File: src/rtl/bp_perf_monitor_if.sv
// Bundles the counting inputs, snapshot handshake and result outputs of the
// branch-predictor performance monitor. The master modport drives events in; the slave modport is the monitor.
interface bp_perf_monitor_if #(
  parameter int N_CH  = 2,
  parameter int CNT_W = 32
);
  logic                    en_i;
  logic                    clr_i;
  logic                    instr_vld_i;
  logic [N_CH-1:0]         br_instr_i;
  logic [N_CH-1:0]         br_miss_i;
  logic                    snap_req_i;
  logic                    snap_ack_i;

  logic [CNT_W-1:0]        instr_cnt_o;
  logic [N_CH*CNT_W-1:0]   br_cnt_o;
  logic [N_CH*CNT_W-1:0]   miss_cnt_o;
  logic [CNT_W-1:0]        snap_instr_o;
  logic [N_CH*CNT_W-1:0]   snap_br_o;
  logic [N_CH*CNT_W-1:0]   snap_miss_o;
  logic                    snap_vld_o;
  logic [N_CH*CNT_W-1:0]   win_miss_o;
  logic                    win_done_o;
  logic [N_CH:0]           ovf_o;
  logic [N_CH-1:0]         proto_err_o;

  modport master (
    output en_i, clr_i, instr_vld_i, br_instr_i, br_miss_i, snap_req_i, snap_ack_i,
    input  instr_cnt_o, br_cnt_o, miss_cnt_o, snap_instr_o, snap_br_o, snap_miss_o,
           snap_vld_o, win_miss_o, win_done_o, ovf_o, proto_err_o
  );

  modport slave (
    input  en_i, clr_i, instr_vld_i, br_instr_i, br_miss_i, snap_req_i, snap_ack_i,
    output instr_cnt_o, br_cnt_o, miss_cnt_o, snap_instr_o, snap_br_o, snap_miss_o,
           snap_vld_o, win_miss_o, win_done_o, ovf_o, proto_err_o
  );
endinterface

File: src/rtl/bp_perf_monitor.sv
// Branch-predictor performance monitor: cumulative instruction/branch/miss counters,
// a held snapshot with req/ack handshake, and per-window mispredict totals.
module bp_perf_monitor #(
  parameter int N_CH    = 2,
  parameter int CNT_W   = 32,
  parameter int WIN_LEN = 1024,
  parameter int SAT_EN  = 1
) (
  input logic                clk_i,
  input logic                rst_ni,
  bp_perf_monitor_if.slave   mon
);

  localparam int WIN_W = $clog2(WIN_LEN);
  localparam logic [WIN_W-1:0] WIN_LAST = WIN_W'(WIN_LEN - 1);

  typedef logic [CNT_W-1:0]            cnt_t;
  typedef logic [N_CH-1:0][CNT_W-1:0]  cnt_vec_t;
  typedef enum logic {S_IDLE, S_HOLD}  snap_state_e;

  cnt_t               instr_cnt_q, instr_cnt_d;
  cnt_vec_t           br_cnt_q, br_cnt_d;
  cnt_vec_t           miss_cnt_q, miss_cnt_d;
  cnt_t               snap_instr_q, snap_instr_d;
  cnt_vec_t           snap_br_q, snap_br_d;
  cnt_vec_t           snap_miss_q, snap_miss_d;
  logic [WIN_W-1:0]   win_cnt_q, win_cnt_d;
  cnt_vec_t           win_acc_q, win_acc_d;
  cnt_vec_t           win_miss_q, win_miss_d;
  logic               win_done_q, win_done_d;
  logic [N_CH:0]      ovf_q, ovf_d;
  logic [N_CH-1:0]    proto_err_q, proto_err_d;
  snap_state_e        state_q, state_d;

  logic               instr_inc;
  logic               win_wrap;
  logic               snap_cap;
  logic               snap_vld;
  logic [CNT_W:0]     bump_r;
  cnt_vec_t           acc_upd;

  // Returns {overflow, next value}; an all-ones counter either holds or wraps.
  function automatic logic [CNT_W:0] bump(input cnt_t v);
    if (&v) return {1'b1, (SAT_EN != 0) ? v : cnt_t'(0)};
    return {1'b0, v + cnt_t'(1)};
  endfunction

  assign instr_inc = mon.en_i & mon.instr_vld_i;
  assign win_wrap  = instr_inc & ~mon.clr_i & (win_cnt_q == WIN_LAST);

  // NOTE: every comb output gets a default first so no path leaves it unassigned (no latches).
  always_comb begin : counter_next
    instr_cnt_d = instr_cnt_q;
    br_cnt_d    = br_cnt_q;
    miss_cnt_d  = miss_cnt_q;
    ovf_d       = ovf_q;
    win_cnt_d   = win_cnt_q;
    win_acc_d   = win_acc_q;
    win_miss_d  = win_miss_q;
    win_done_d  = 1'b0;
    bump_r      = '0;
    acc_upd     = win_acc_q;
    // A miss without its branch is a protocol error regardless of enable.
    proto_err_d = proto_err_q | (mon.br_miss_i & ~mon.br_instr_i);

    if (mon.clr_i) begin
      instr_cnt_d = '0;
      br_cnt_d    = '0;
      miss_cnt_d  = '0;
      win_cnt_d   = '0;
      win_acc_d   = '0;
    end else if (mon.en_i) begin
      if (mon.instr_vld_i) begin
        bump_r          = bump(instr_cnt_q);
        instr_cnt_d     = bump_r[CNT_W-1:0];
        ovf_d[N_CH]     = ovf_q[N_CH] | bump_r[CNT_W];
        win_cnt_d       = win_cnt_q + 1'b1;
      end
      for (int k = 0; k < N_CH; k++) begin
        if (mon.br_instr_i[k]) begin
          bump_r      = bump(br_cnt_q[k]);
          br_cnt_d[k] = bump_r[CNT_W-1:0];
          ovf_d[k]    = ovf_d[k] | bump_r[CNT_W];
          if (mon.br_miss_i[k]) begin
            bump_r        = bump(miss_cnt_q[k]);
            miss_cnt_d[k] = bump_r[CNT_W-1:0];
            ovf_d[k]      = ovf_d[k] | bump_r[CNT_W];
            // Window accumulators always saturate, independent of SAT_EN.
            if (!(&win_acc_q[k])) acc_upd[k] = win_acc_q[k] + 1'b1;
          end
        end
      end
      if (win_wrap) begin
        win_miss_d = acc_upd;
        win_acc_d  = '0;
        win_done_d = 1'b1;
      end else begin
        win_acc_d  = acc_upd;
      end
    end
  end

  always_comb begin : snap_fsm_next
    state_d = state_q;
    case (state_q)
      S_IDLE:  if (mon.snap_req_i) state_d = S_HOLD;
      S_HOLD:  if (mon.snap_ack_i) state_d = S_IDLE;
      default: state_d = S_IDLE;
    endcase
  end

  always_comb begin : snap_fsm_out
    snap_vld = (state_q == S_HOLD);
    snap_cap = (state_q == S_IDLE) & mon.snap_req_i;
  end

  // Capture the post-edge counter values so the request cycle's own events are included.
  always_comb begin : snap_next
    snap_instr_d = snap_instr_q;
    snap_br_d    = snap_br_q;
    snap_miss_d  = snap_miss_q;
    if (snap_cap) begin
      snap_instr_d = instr_cnt_d;
      snap_br_d    = br_cnt_d;
      snap_miss_d  = miss_cnt_d;
    end
  end

  // NOTE: sequential state uses non-blocking assignments only, so all flops update together.
  always_ff @(posedge clk_i or negedge rst_ni) begin
    if (!rst_ni) begin
      instr_cnt_q  <= '0;
      br_cnt_q     <= '0;
      miss_cnt_q   <= '0;
      snap_instr_q <= '0;
      snap_br_q    <= '0;
      snap_miss_q  <= '0;
      win_cnt_q    <= '0;
      win_acc_q    <= '0;
      win_miss_q   <= '0;
      win_done_q   <= 1'b0;
      ovf_q        <= '0;
      proto_err_q  <= '0;
      state_q      <= S_IDLE;
    end else begin
      instr_cnt_q  <= instr_cnt_d;
      br_cnt_q     <= br_cnt_d;
      miss_cnt_q   <= miss_cnt_d;
      snap_instr_q <= snap_instr_d;
      snap_br_q    <= snap_br_d;
      snap_miss_q  <= snap_miss_d;
      win_cnt_q    <= win_cnt_d;
      win_acc_q    <= win_acc_d;
      win_miss_q   <= win_miss_d;
      win_done_q   <= win_done_d;
      ovf_q        <= ovf_d;
      proto_err_q  <= proto_err_d;
      state_q      <= state_d;
    end
  end

  assign mon.instr_cnt_o  = instr_cnt_q;
  assign mon.br_cnt_o     = br_cnt_q;
  assign mon.miss_cnt_o   = miss_cnt_q;
  assign mon.snap_instr_o = snap_instr_q;
  assign mon.snap_br_o    = snap_br_q;
  assign mon.snap_miss_o  = snap_miss_q;
  assign mon.snap_vld_o   = snap_vld;
  assign mon.win_miss_o   = win_miss_q;
  assign mon.win_done_o   = win_done_q;
  assign mon.ovf_o        = ovf_q;
  assign mon.proto_err_o  = proto_err_q;

endmodule

File: src/flat_wrapper.sv
// flat-port wrapper written by rule: the top's interface ports become plain ports
module bp_perf_monitor_flat 
#(
  parameter int N_CH    = 2,
  parameter int CNT_W   = 32,
  parameter int WIN_LEN = 1024,
  parameter int SAT_EN  = 1
)
  (clk_i, rst_ni, mon_en_i, mon_clr_i, mon_instr_vld_i, mon_br_instr_i, mon_br_miss_i, mon_snap_req_i, mon_snap_ack_i, mon_instr_cnt_o, mon_br_cnt_o, mon_miss_cnt_o, mon_snap_instr_o, mon_snap_br_o, mon_snap_miss_o, mon_snap_vld_o, mon_win_miss_o, mon_win_done_o, mon_ovf_o, mon_proto_err_o);
  bp_perf_monitor_if #(.N_CH(N_CH), .CNT_W(CNT_W)) mon_i ();
  input logic clk_i;
  input logic rst_ni;
  input wire logic [$bits(mon_i.en_i)-1:0] mon_en_i;
  input wire logic [$bits(mon_i.clr_i)-1:0] mon_clr_i;
  input wire logic [$bits(mon_i.instr_vld_i)-1:0] mon_instr_vld_i;
  input wire logic [$bits(mon_i.br_instr_i)-1:0] mon_br_instr_i;
  input wire logic [$bits(mon_i.br_miss_i)-1:0] mon_br_miss_i;
  input wire logic [$bits(mon_i.snap_req_i)-1:0] mon_snap_req_i;
  input wire logic [$bits(mon_i.snap_ack_i)-1:0] mon_snap_ack_i;
  output wire logic [$bits(mon_i.instr_cnt_o)-1:0] mon_instr_cnt_o;
  output wire logic [$bits(mon_i.br_cnt_o)-1:0] mon_br_cnt_o;
  output wire logic [$bits(mon_i.miss_cnt_o)-1:0] mon_miss_cnt_o;
  output wire logic [$bits(mon_i.snap_instr_o)-1:0] mon_snap_instr_o;
  output wire logic [$bits(mon_i.snap_br_o)-1:0] mon_snap_br_o;
  output wire logic [$bits(mon_i.snap_miss_o)-1:0] mon_snap_miss_o;
  output wire logic [$bits(mon_i.snap_vld_o)-1:0] mon_snap_vld_o;
  output wire logic [$bits(mon_i.win_miss_o)-1:0] mon_win_miss_o;
  output wire logic [$bits(mon_i.win_done_o)-1:0] mon_win_done_o;
  output wire logic [$bits(mon_i.ovf_o)-1:0] mon_ovf_o;
  output wire logic [$bits(mon_i.proto_err_o)-1:0] mon_proto_err_o;
  assign mon_i.en_i = mon_en_i;
  assign mon_i.clr_i = mon_clr_i;
  assign mon_i.instr_vld_i = mon_instr_vld_i;
  assign mon_i.br_instr_i = mon_br_instr_i;
  assign mon_i.br_miss_i = mon_br_miss_i;
  assign mon_i.snap_req_i = mon_snap_req_i;
  assign mon_i.snap_ack_i = mon_snap_ack_i;
  assign mon_instr_cnt_o = mon_i.instr_cnt_o;
  assign mon_br_cnt_o = mon_i.br_cnt_o;
  assign mon_miss_cnt_o = mon_i.miss_cnt_o;
  assign mon_snap_instr_o = mon_i.snap_instr_o;
  assign mon_snap_br_o = mon_i.snap_br_o;
  assign mon_snap_miss_o = mon_i.snap_miss_o;
  assign mon_snap_vld_o = mon_i.snap_vld_o;
  assign mon_win_miss_o = mon_i.win_miss_o;
  assign mon_win_done_o = mon_i.win_done_o;
  assign mon_ovf_o = mon_i.ovf_o;
  assign mon_proto_err_o = mon_i.proto_err_o;
  bp_perf_monitor #(.N_CH(N_CH), .CNT_W(CNT_W), .WIN_LEN(WIN_LEN), .SAT_EN(SAT_EN)) u_core (.clk_i(clk_i), .rst_ni(rst_ni), .mon(mon_i));
endmodule
File: config.mk
export PLATFORM = sky130hd
export DESIGN_NAME = bp_perf_monitor_flat
export DESIGN_NICKNAME = d
export VERILOG_FILES = /design/src/rtl/bp_perf_monitor_if.sv /design/src/rtl/bp_perf_monitor.sv /design/src/flat_wrapper.sv
export SDC_FILE = /design/constraint.sdc
export NUM_CORES = 1
export LEC_CHECK = 0
export CORE_ASPECT_RATIO = 0.7
export CORE_MARGIN = 2
export CORE_UTILIZATION = 48
export DETAILED_ROUTE_END_ITERATION = 10
export GPL_TIMING_DRIVEN = 0
export PLACE_DENSITY_LB_ADDON = 0.3
export RECOVER_POWER = 50
export SLEW_MARGIN = 40
export SYNTH_ARGS = -nofsm -noshare
export SYNTH_HDL_FRONTEND = slang
export SYNTH_SLANG_ARGS = --single-unit
File: constraint.sdc
create_clock -name clk_i -period 2.1 [get_ports clk_i]
set_clock_uncertainty 0.05 [all_clocks]
set_input_delay 0.42 -clock clk_i [delete_from_list [all_inputs] [get_ports clk_i]]
set_output_delay 0.42 -clock clk_i [all_outputs]
set_load 0.01 [all_outputs]
==> results.md, run 1 <==
- Run status: complete, but fails checks
- Failing checks: negative setup slack
- Startpoint types: flop
- Syn_nets: between 2000 and 2500
- Mean post-synth cell area: about 9.6 µm²
- Vias per cell: roughly 6
- Synthesized instance count: 2219
- Max Slew Vio Count: 0
- Worst-path fanout max: 6
- RSZ-0062 raised after global routing: yes
- Synth Warn #: 0
- Worst Path Arrival: 2.88 ns
- # nets final: 2918
- Final cycle utilization of the critical path: 1.19
- Setup Viol. Count Final: 285
- Crit end category: flop
- Final hold vios: 0
- Final setup margin: -0.390 ns
- Starting Density: 0.487
- Detailed-route DRC error count: 0
- Worst path required time: about 2.5 ns
- Synth area leader: dfrtp_1
- Setup TNS: -33.25 ns
- Sequential share of the synthesized area: 0.546
- Die ar.: approximately 0.046 mm²
- WHS: about 0.27 ns
- Largest net degree at the start of global routing: 80
- Placer Congestion: about 0.93
- Busiest layer in global routing: met2
- Num CTS Buffers: 46
- Port Buf Inserts: 400
- # rows: 64
- Worst-Margin Slew: roughly 1.1 ns
- Remaining Overflow, GRT: 0
- Slew HR: 0.281
- Vias in the first global route: between 15000 and 20000
- Dpl ws: -1.69 ns
- H-tree depth: 2
- TritonCTS clock tree: done
- Netlist Area Pre-Place: roughly 0.021 mm²
- Top Ports: around 400
- Area delta synth->final: 50.9%
- #FFs+latches synth: about 470
- Die height: between 150 and 200 µm
- Met1 Use GR: 0.426
- Initial DRC Count: about 2700
- Total track usage: 0.306
- Fraction of layout cells with a size suffix above 1: 0.266
- Clock sink count: ~470
- Dpl cell area: 0.0263 mm²
- # Max-Cap Violations: 0
- Pre-Repair DR Iteration Count: 10
- Leak pwr: 13.5 nW
- Global-route wire length before repair: between 100000 and 150000 µm
- Ranking of synthesized cells by area: dfrtp_1 55%, nor2_1 5.0%, nand2_1 4.9%, o21ai_0 4.8%, xnor2_1 4.7%
- EDFF count, synth: 0
- Clock root buffer: clkbuf_16
- Worst vdd ir: ~0.54 mV
- Total power density per cell area: just under 600 mW/mm²
- Detailed placer's ending HPWL: ~50000 µm
- Worst skew pair latency: just under 0.6 ns
- Post-route ant nets: 0
- Post-Layout Cell Count: 3528
- Total number of vias: 21650
- Total wire length: 84500 µm
- Synth cell types: 68
- Minimum clock period: between 2 and 2.5 ns
- Clock transition at path regs: ~0.070 ns
- Die X: roughly 260 µm
- Main flop type after synthesis: dfrtp_1
- Initial antenna violation count: 1
- GR Util met3: 0.0502
- Hold Crit Class: in -> async
- FFs w/ async S/R, synth: 1.00
- DP Cell Count: between 3000 and 4000
- Core area: about 0.044 mm²
- DR WL/cell: 23.9 µm
- Max Buffers Root-to-Sink: 3
- Worst setup path category: reg -> reg
- Design area: about 0.032 mm²
- Area fraction of the dominant cell type after synthesis: 0.546
- FMAX: 0.402 GHz
- Met2 Resource Use GR: 0.488
-- cell usage in the layout (no fill, tap or decap), drive strengths merged, types with 11 or more instances in the layout --
| cell | netlist | final |
|---|---|---|
| nand2b | 14 | 14 |
| nor4 | 22 | 22 |
| nor3 | 41 | 41 |
| nand2 | 277 | 277 |
| a31oi | 38 | 38 |
| clkdlybuf4s50 | 0 | 356 |
| and3 | 60 | 61 |
| buf | 22 | 273 |
| nand3 | 85 | 85 |
| xnor2 | 114 | 114 |
| dfrtp | 465 | 465 |
| o21ai | 206 | 206 |
| dlygate4sd2 | 0 | 17 |
| clkbuf | 104 | 164 |
| nor2 | 285 | 285 |
| xor2 | 103 | 103 |
| clkinv | 0 | 11 |
| and2 | 28 | 28 |
| o31ai | 21 | 21 |
| a21oi | 94 | 94 |
| inv | 23 | 24 |
| and4 | 33 | 33 |
| nand4 | 79 | 79 |
| or3 | 14 | 14 |
-- worst max-delay path, cell delays in order, from the launching register on --
cell and delay [ns]:
dfrtp_1 0.49, ha_4 0.26, nand3_2 0.15, nor4_4 0.40
a21bo_4 0.33, nor4_2 0.18, xnor2_1 0.14, o21ai_0 0.36
-- cell usage after synthesis, types with 3 or more instances --
master / n
ha_1: 8
o31ai_1: 21
nor3_1: 41
nor3b_1: 6
buf_2: 14
inv_1: 23
nand2_1: 277
xnor2_1: 114
a22o_1: 7
xor2_1: 103
nor4b_2: 3
nor2_1: 285
mux2i_1: 8
o21ai_0: 205
and3_1: 58
nand4_1: 77
a21oi_1: 94
o211ai_1: 3
or3_1: 14
and2_1: 28
clkbuf_1: 103
and4_1: 31
dfrtp_1: 465
nand3_1: 84
or2_2: 6
a31oi_1: 38
buf_1: 4
nor4_1: 22
a21o_1: 6
nand2b_1: 14
a41oi_1: 5
-- path summary, 6_finish.rpt --
kind                                                     startpoint                                    to  slack [ns]  cells past startpoint
min in group clk_i                                   mon_snap_ack_i       u_core.mon.snap_vld_o$_DFF_PN0_        0.38                      2
max in group asynchronous                                    rst_ni   u_core.mon.miss_cnt_o[35]$_DFF_PN0_        0.09                      4
worst max register to register    u_core.mon.br_cnt_o[32]$_DFF_PN0_  u_core.mon.snap_br_o[52]$_DFFE_PN0P_       -0.39                      7
worst min register to register  u_core.mon.proto_err_o[0]$_DFF_PN0_   u_core.mon.proto_err_o[0]$_DFF_PN0_        0.41                      1
worst max-delay path              u_core.mon.br_cnt_o[32]$_DFF_PN0_  u_core.mon.snap_br_o[52]$_DFFE_PN0P_       -0.39                      7
worst min-delay path                                         rst_ni  u_core.mon.snap_br_o[12]$_DFFE_PN0P_        0.27                      2
-- report_power, final --
part	switching, W	internal (W)
combinational	0.000892	0.000406
sequential	0.0000523	0.00900
clock	0.00375	0.00489
total	0.00469	0.0143
-- flip-flops by register name (all words and copies together), names as in the netlist, 32 cells and up --
| register | flops |
|---|---|
| u_core.win_acc_q | 64 |
| u_core.mon.snap_miss_o | 64 |
| u_core.mon.miss_cnt_o | 64 |
| u_core.mon.instr_cnt_o | 32 |
| u_core.mon.snap_br_o | 64 |
| u_core.mon.br_cnt_o | 64 |
| u_core.mon.snap_instr_o | 32 |
| u_core.mon.win_miss_o | 64 |
-- through the flow --
step / total power (W) / utilization
floorplan: 0.00960 / -
global placement: 0.0101 / 0.597
detailed placement: 0.0102 / 0.601
CTS: 0.0187 / 0.675
global route: 0.0195 / 0.735
finish: 0.0190 / 0.735
-- what timing repair did --
| action | in CTS | in global routing |
|---|---|---|
| hold buffers | 1 | 0 |
| resized for setup | 297 | 479 |
| pin swaps | 86 | 188 |
| gates cloned | 1 | 10 |
| setup buffers | 108 | 129 |
| hold endpoints to repair | 47 | 0 |
| endpoints found under the setup margin | 482 | 437 |
-- cell families (layout without fill, tap and decap cells) --
| group | Yosys count | count (layout) | synth area share |
|---|---|---|---|
| and+or+nand+nor | 967 | 969 | 0.219 |
| DFF | 465 | 465 | 0.546 |
| AOI/OAI and AO/OA | 403 | 403 | 0.108 |
| xor gates and xnor gates | 217 | 217 | 0.0891 |
| buffers and inverters | 149 | 861 | 0.0282 |
| muxes | 10 | 10 | 0.00481 |
| adders and majority gates | 8 | 8 | 0.00469 |
| other | 0 | 1 | 0 |
-- area by class of cell --
| cell class | instances | area [µm²] |
|---|---|---|
| antenna | 1 | 2.50 |
| buffer | 106 | 714 |
| clock buffer | 64 | 1280 |
| clock inverter | 18 | 236 |
| fill | 2779 | 11600 |
| inverter | 23 | 86.3 |
| multi-input combinational | 1607 | 11300 |
| sequential | 465 | 11700 |
| tap | 594 | 743 |
| timing repair buffer | 650 | 6110 |
-- per-layer routing --
layer	wire, µm	share of wire	vias up
li1	-	-	9064
met1	32200	0.38	10690
met2	39400	0.47	1505
met3	7750	0.092	391
met4	5120	0.061	0
met5	0	0	-
(Power assumes the default switching activity.)
==> run 2: changes to the inputs <==
Settings changed: GPL_ROUTABILITY_DRIVEN from default to 1.
==> results of run 2 <==
The final DEF is identical to that of run 1; final timing and power are the same.
